==> config.mk <==
export PLATFORM = sky130hd
export DESIGN_NAME = score_bcd_converter
export DESIGN_NICKNAME = d
export VERILOG_FILES = /design/src/rtl/score_bcd_converter.sv
export SDC_FILE = /design/constraint.sdc
export NUM_CORES = 1
export LEC_CHECK = 0
export CORE_UTILIZATION = 56
export DETAILED_ROUTE_END_ITERATION = 10
export PLACE_DENSITY = 0.9
export SLEW_MARGIN = 10
export SYNTH_ARGS = -nofsm -noshare
export SYNTH_HDL_FRONTEND = slang
export SYNTH_SLANG_ARGS = --single-unit
==> constraint.sdc <==
create_clock -name clk -period 2.1 [get_ports clk]
set_clock_uncertainty 0.1 [all_clocks]
set_input_delay 0.21 -clock clk [delete_from_list [all_inputs] [get_ports clk]]
set_output_delay 0.21 -clock clk [all_outputs]
set_load 0.03 [all_outputs]
==> src/rtl/score_bcd_converter.sv <==
// Sequential shift-add-3 binary-to-BCD converter. It keeps the last result stable while a new conversion runs.
// Define SCORE_BCD_BLANK_EN to add the registered leading-zero `blank` output.
module score_bcd_converter #(
  parameter int unsigned WIDTH  = 16,
  parameter int unsigned DIGITS = 5
) (
  input  logic                  clk,
  input  logic                  rst_n,
  input  logic [WIDTH-1:0]      bin_in,
  input  logic                  start,
  input  logic                  auto_en,
  output logic                  busy,
  output logic                  done,
  output logic [4*DIGITS-1:0]   bcd_out
`ifdef SCORE_BCD_BLANK_EN
  ,
  output logic [DIGITS-1:0]     blank
`endif
);

  localparam int unsigned CW = (WIDTH > 1) ? $clog2(WIDTH) : 1;

  typedef enum logic {IDLE, SHIFT} state_t;

  state_t                state;
  logic [WIDTH-1:0]      shreg;
  logic [WIDTH-1:0]      last_bin;
  logic [4*DIGITS-1:0]   scratch;
  logic [CW-1:0]         cnt;
  logic [4*DIGITS-1:0]   adjusted;
  logic [4*DIGITS-1:0]   shifted;
  logic                  trigger;

  assign trigger = start || (auto_en && (bin_in != last_bin));

  // Per-digit +3 with no carry between digits, then shift in the next binary bit.
  always_comb begin
    adjusted = scratch;
    for (int unsigned i = 0; i < DIGITS; i++) begin
      if (scratch[4*i +: 4] >= 4'd5)
        adjusted[4*i +: 4] = scratch[4*i +: 4] + 4'd3;
    end
    shifted = {adjusted[4*DIGITS-2:0], shreg[WIDTH-1]};
  end

`ifdef SCORE_BCD_BLANK_EN
  logic [DIGITS-1:0] blank_next;

  // Scan from the top digit down. A digit is blanked while every digit above it is zero, except the units digit.
  always_comb begin
    logic zero_above;
    int unsigned k;
    blank_next = '0;
    zero_above = 1'b1;
    k = 0;
    for (int unsigned i = 0; i < DIGITS; i++) begin
      k = DIGITS - 1 - i;
      zero_above = zero_above && (shifted[4*k +: 4] == 4'd0);
      blank_next[k] = zero_above && (k != 0);
    end
  end
`endif

  always_ff @(posedge clk) begin
    if (!rst_n) begin
      state    <= IDLE;
      busy     <= 1'b0;
      done     <= 1'b0;
      bcd_out  <= '0;
      last_bin <= '0;
      cnt      <= '0;
      shreg    <= '0;
      scratch  <= '0;
`ifdef SCORE_BCD_BLANK_EN
      blank    <= {{(DIGITS-1){1'b1}}, 1'b0};
`endif
    end else begin
      done <= 1'b0;
      case (state)
        IDLE: begin
          if (trigger) begin
            shreg    <= bin_in;
            last_bin <= bin_in;
            scratch  <= '0;
            cnt      <= CW'(WIDTH - 1);
            state    <= SHIFT;
            busy     <= 1'b1;
          end
        end
        SHIFT: begin
          scratch <= shifted;
          shreg   <= {shreg[WIDTH-2:0], 1'b0};
          cnt     <= cnt - 1'b1;
          if (cnt == '0) begin
            bcd_out <= shifted;
`ifdef SCORE_BCD_BLANK_EN
            blank   <= blank_next;
`endif
            done    <= 1'b1;
            busy    <= 1'b0;
            state   <= IDLE;
          end
        end
        default: begin
          state <= IDLE;
          busy  <= 1'b0;
        end
      endcase
    end
  end

endmodule

-- Word level (Yosys, flattened, before mapping)
Cells that the tools add are included.
- register bits: 79
- output and inout port bits: 22
- input bits: 20
- reductions and logical operators: 7
- add/sub/neg operators: 6
- order comparisons: 5
- eq/ne operators: 3
- bitwise gates (word level): 1
- mux-type cells: 18
- operator list (operator ; count):
    $pmux 20 s2 ; 1
    $pmux 16 s2 ; 1
    $ge 4x3->1 const B ; 5
    $mux 20 ; 1
    $mux 4 ; 5
    $add 4x2->4 const B ; 4
    $mux 16 ; 1
    $ne 16x16->1 ; 1
    $pmux 4 s2 ; 1
    $reduce_and 2->1 ; 4
    $mux 1 ; 5
    $logic_not 4->1 ; 1
    $pmux 1 s2 ; 2
    $sub 4x1->4 const B ; 1
    $add 3x2->3 const B ; 1
    $mux 3 ; 1
    $ne 2x1->1 const B ; 1
    $ne 2x2->1 const B ; 1
    $logic_and 1x1->1 ; 1
    $logic_or 1x1->1 ; 1
    $not 1->1 ; 1

-- Depth between registers and ports, before layout
- depth after elaboration: 5
- depth in mapped cells: 8

-- Least setup slack after synthesis
OpenSTA, ideal clock, no wires.
- path kind: register -> register
- from: register last_bin[5]
- to: register shreg[10]
- arrival: 1644 ps
- setup slack: 237 ps
- clock period less this slack: 1863 ps
- cell stages (with the launch flop): 8
- data required time: 1881 ps
- cell sequence: dfxtp_1 > xnor2_1 > nand4_1 > o41ai_2 > buf_6 > nand3_4 > buf_6 > o221a_1
- longest elaborated chain between the ends: 4
- ends and longest elaborated chain (what ; RTL line ; RTL):
    from (decl) ; 27 ; logic [WIDTH-1:0] last_bin;
    from (signal assigned) ; 83 ; last_bin <= bin_in;
    $ne 16x16->1 ; 34 ; assign trigger = start || (auto_en && (bin_in != last_bin));
    $logic_and 1x1->1 ; 34 ;
    $logic_or 1x1->1 ; 34 ;
    $ne 2x2->1 (no source line) ; -- ;
    to (signal assigned) ; 82 ; shreg <= bin_in;
    to (signal assigned) ; 92 ; shreg <= {shreg[WIDTH-2:0], 1'b0};
    to (decl) ; 26 ; logic [WIDTH-1:0] shreg;
No other way between the ends.
A chain may end at the register's enable or synchronous reset.

-- Worst setup path after layout
- from: input port bin_in[2]
- to: register shreg[11]
- longest elaborated chain between the ends: 4
- ends and longest elaborated chain (what ; RTL line ; RTL):
    from (decl) ; 9 ; input logic [WIDTH-1:0] bin_in,
    $ne 16x16->1 ; 34 ;
    $logic_and 1x1->1 ; 34 ;
    $logic_or 1x1->1 ; 34 ;
    $ne 2x2->1 (no source line) ; -- ;
No other way between the ends.

==> impl_metrics.csv <==
group,metric,value,unit
pwr,power,3.47,mW
global_routing,grt_max_degree,36,
cts,cts_sinks,79,
placement,dp_hpwl,6.22,mm
synth,syn_nets,462,
synth,synth_top_area_frac,0.412,
cts,htreeDepth,3,
cts,cts-root-buf,"clkbuf_8",
synth,synthArstFlopShare,0,
setup_path,critPathArrivalTime,2.20,ns
detailed_routing,drt-initial-drc-count,283,
global_routing,grt_pass1_wl,15.0,mm
synth,ys_ff_latch,79,
final_layout,post-route-util,0.729,
final_layout,syn_to_final_growth,23.3,%
synth,synth_top_family_by_area,"compound AO/OA/AOI/OAI gates",
synth,synth.distinct_cells,44,
setup_path,timing.rr.end,"shreg[11]$_SDFFE_PN0P_",
pwr,p_leak,1.92,nW
global_routing,met3_usage,0.0600,
setup_path,crit_path_end_kind,"flop",
floorplan,die_area,7190,µm²
synth,syn_inst,431,
cts,cts.path.max_buffers,2,
sta,relSlewSlack,0.610,
hold_path,hold_path.startpoint,"rst_n",
setup_path,crit_type,"input pin to flop",
synth,synth_edf_count,0,
global_routing,antenna_found_initial,0,
synth,synth_flop_cell,"dfxtp_1",
global_routing,overflow,0,
sta,setup_viol,0,
detailed_routing,first_pass_iters,10,
sta,fmax,489,MHz
setup_path,worstPathMaxFanout,9,
synth,synthXorXnorAreaFrac,0.0479,
cts,cts-resized-gates,0,
synth,synth_simple_gate_area_frac,0.163,
floorplan,ios,42,
synth,yosysWarnings,0,
detailed_routing,routed_wirelength,9.76,mm
final_layout,final_nets,520,
cts,cts_setup_buffers,0,
setup_path,r2r-start,"last_bin[2]$_SDFFE_PN0P_",
placement,port_buffers,41,
detailed_routing,ant_nets,0,
detailed_routing,drc,2,
hold_path,min_path_cells,2,
synth,syn_area_per_cell,8.91,µm²
synth,synth_compound_area_frac,0.232,
synth,synth_area_leaders,"dfxtp_1, nand2_1, mux2i_1",
final_layout,n_fill_cell,407,
floorplan,start_util,0.591,
cts,clock_latency,0.35,ns
run_status,status,"finished, violations left",
synth,seq_area_frac_synth,0.412,
placement,dp_cells,554,
setup_path,reg2reg_slack,0.06,ns
synth,synth_area,3840,µm²
pwr,power.density,732,nW/µm²
sta,tns,0,ns
global_routing,top_usage_layer,"met2",
synth,synthAdderAreaFrac,0.0359,
synth,muxShareOfSynthArea,0.0525,
floorplan,core_area,6490,µm²
setup_path,rr_worst_depth,7,
detailed_routing,vias_per_cell,6.04,
cts,ctsHoldBuffers,0,
hold_path,hold_path_class,"input pin to flop",
sta,worstMarginPinSlew,0.584,ns
sta,final_max_slew_viol_count,0,
synth,synthTopCellsByCount,"nand2_1, dfxtp_1, o21ai_0",
floorplan,rows,29,
final_layout,drive_gt1_frac,0.140,
cts,numCtsBuffers,9,
cts,path_clk_slew,0.08,ns
hold_path,timing.hold.worst_endpoint,"bcd_out[4]$_SDFFE_PN0P_",
flow_run,cap_violations,0,
floorplan,die_x,84.8,µm
synth,synth.most_common_cell,"nand2_1",
global_routing,grt_pass1_vias,3228,
detailed_routing,vias,3450,
pwr,irDropWorstVdd,0.000462,V
setup_path,startpoint_type,"input pin",
global_routing,grtUsageTotal,0.268,
detailed_routing,wire_per_inst,17.1,µm
global_routing,grt_use_met2,0.440,
run_status,violations,"design-rule violations",
sta,hold-worst-slack,0.287,ns
synth,yosys.area.top_type,"dfxtp_1",
sta,period_minus_slack,2.05,ns
final_layout,final_cell_count_no_fill,571,
final_layout,antenna_cells,0,
global_routing,met1_usage,0.333,
setup_path,cp.required,2.25,ns
sta,period_share,0.975,
placement,gp_congestion,0.802,
floorplan,die_h,84.8,µm
cts,cts_tree,"built",
sta,hold_violations,0,
-- cells in the final DEF, fill, tap and decap left out, types with 7 or more instances in the layout --
master and instances:
mux2i_1 19, a21oi_1 14, a311oi_1 7, ha_1 11, nand2_1 88, xnor2_1 19
o21ai_0 23, clkbuf_8 11, nor2_1 14, dfxtp_1 79, nor3_1 7, buf_4 30
o211a_1 12, a21boi_0 17, clkdlybuf4s50_1 40, a211oi_1 8, o221a_1 7, inv_1 21
-- state kept, by name (all words and copies together), names as in the netlist --
name and count:
scratch 20, done 1, shreg 16, busy 1
state 1, cnt 4, bcd_out 20, last_bin 16
-- worst max-delay path: stages --
cell	delay (ns)
clkdlybuf4s50_1	0.48
xnor2_2	0.22
nand4_1	0.17
o41ai_2	0.34
buf_4	0.21
buf_4	0.17
a211oi_1	0.11
a311oi_1	0.28
-- worst max-delay path by stage --
stage | end | startpoint | cells after the start | slack (ns)
global placement | scratch[13]$_SDFFE_PN0P_ | bin_in[3] | 8 | -0.25
floorplan | shreg[10]$_SDFFE_PN0P_ | last_bin[5]$_SDFFE_PN0P_ | 7 | 0.24
global route | shreg[11]$_SDFFE_PN0P_ | last_bin[2]$_SDFFE_PN0P_ | 7 | -0.009
finish | shreg[11]$_SDFFE_PN0P_ | bin_in[2] | 8 | 0.05
detailed placement | scratch[13]$_SDFFE_PN0P_ | bin_in[3] | 8 | -0.33
CTS | scratch[13]$_SDFFE_PN0P_ | last_bin[3]$_SDFFE_PN0P_ | 7 | 0.006
-- power by group --
group          switching [mW]  total [mW]  internal (mW)  leakage [nW]
logic                   0.298       0.547          0.249          1.16
clock network           0.541        1.28          0.734         0.114
registers              0.0607        1.64           1.58         0.646
-- cell type report --
type | count | area [µm²] | share of cell area
flip-flops and latches | 79 | 1580 | 0.334
clock buffers | 13 | 159 | 0.0336
multi-input cells | 303 | 2060 | 0.436
repair buffers | 74 | 686 | 0.145
well taps | 77 | 96.3 | 0.0204
inverters | 22 | 82.6 | 0.0174
clock inverters | 3 | 65.1 | 0.0137
-- layer usage --
layer  vias up  share of wire
met5         -              0
met4         0          0.022
met3        20          0.057
met2       149           0.49
met1      1666           0.43
li1       1615              -
-- stage by stage --
stage	setup WS (ns)	area, µm²
detailed placement	-0.332	4480
CTS	0.00648	4700
global placement	-0.250	4480
finish	0.0530	4730
floorplan	0.237	3840
global route	-0.00928	4730
-- cell families (layout without fill, tap and decap cells) --
group                    after synthesis  after routing
adder cells (fa/ha/maj)               11             11
multiplexers                          20             20
AND/OR/NAND/NOR                      140            141
flip-flops                            79             79
AO/OA/AOI/OAI                        110            110
XOR/XNOR                              21             21
buffers and inverters                 50            112
Power figures use the tool's default switching activity.
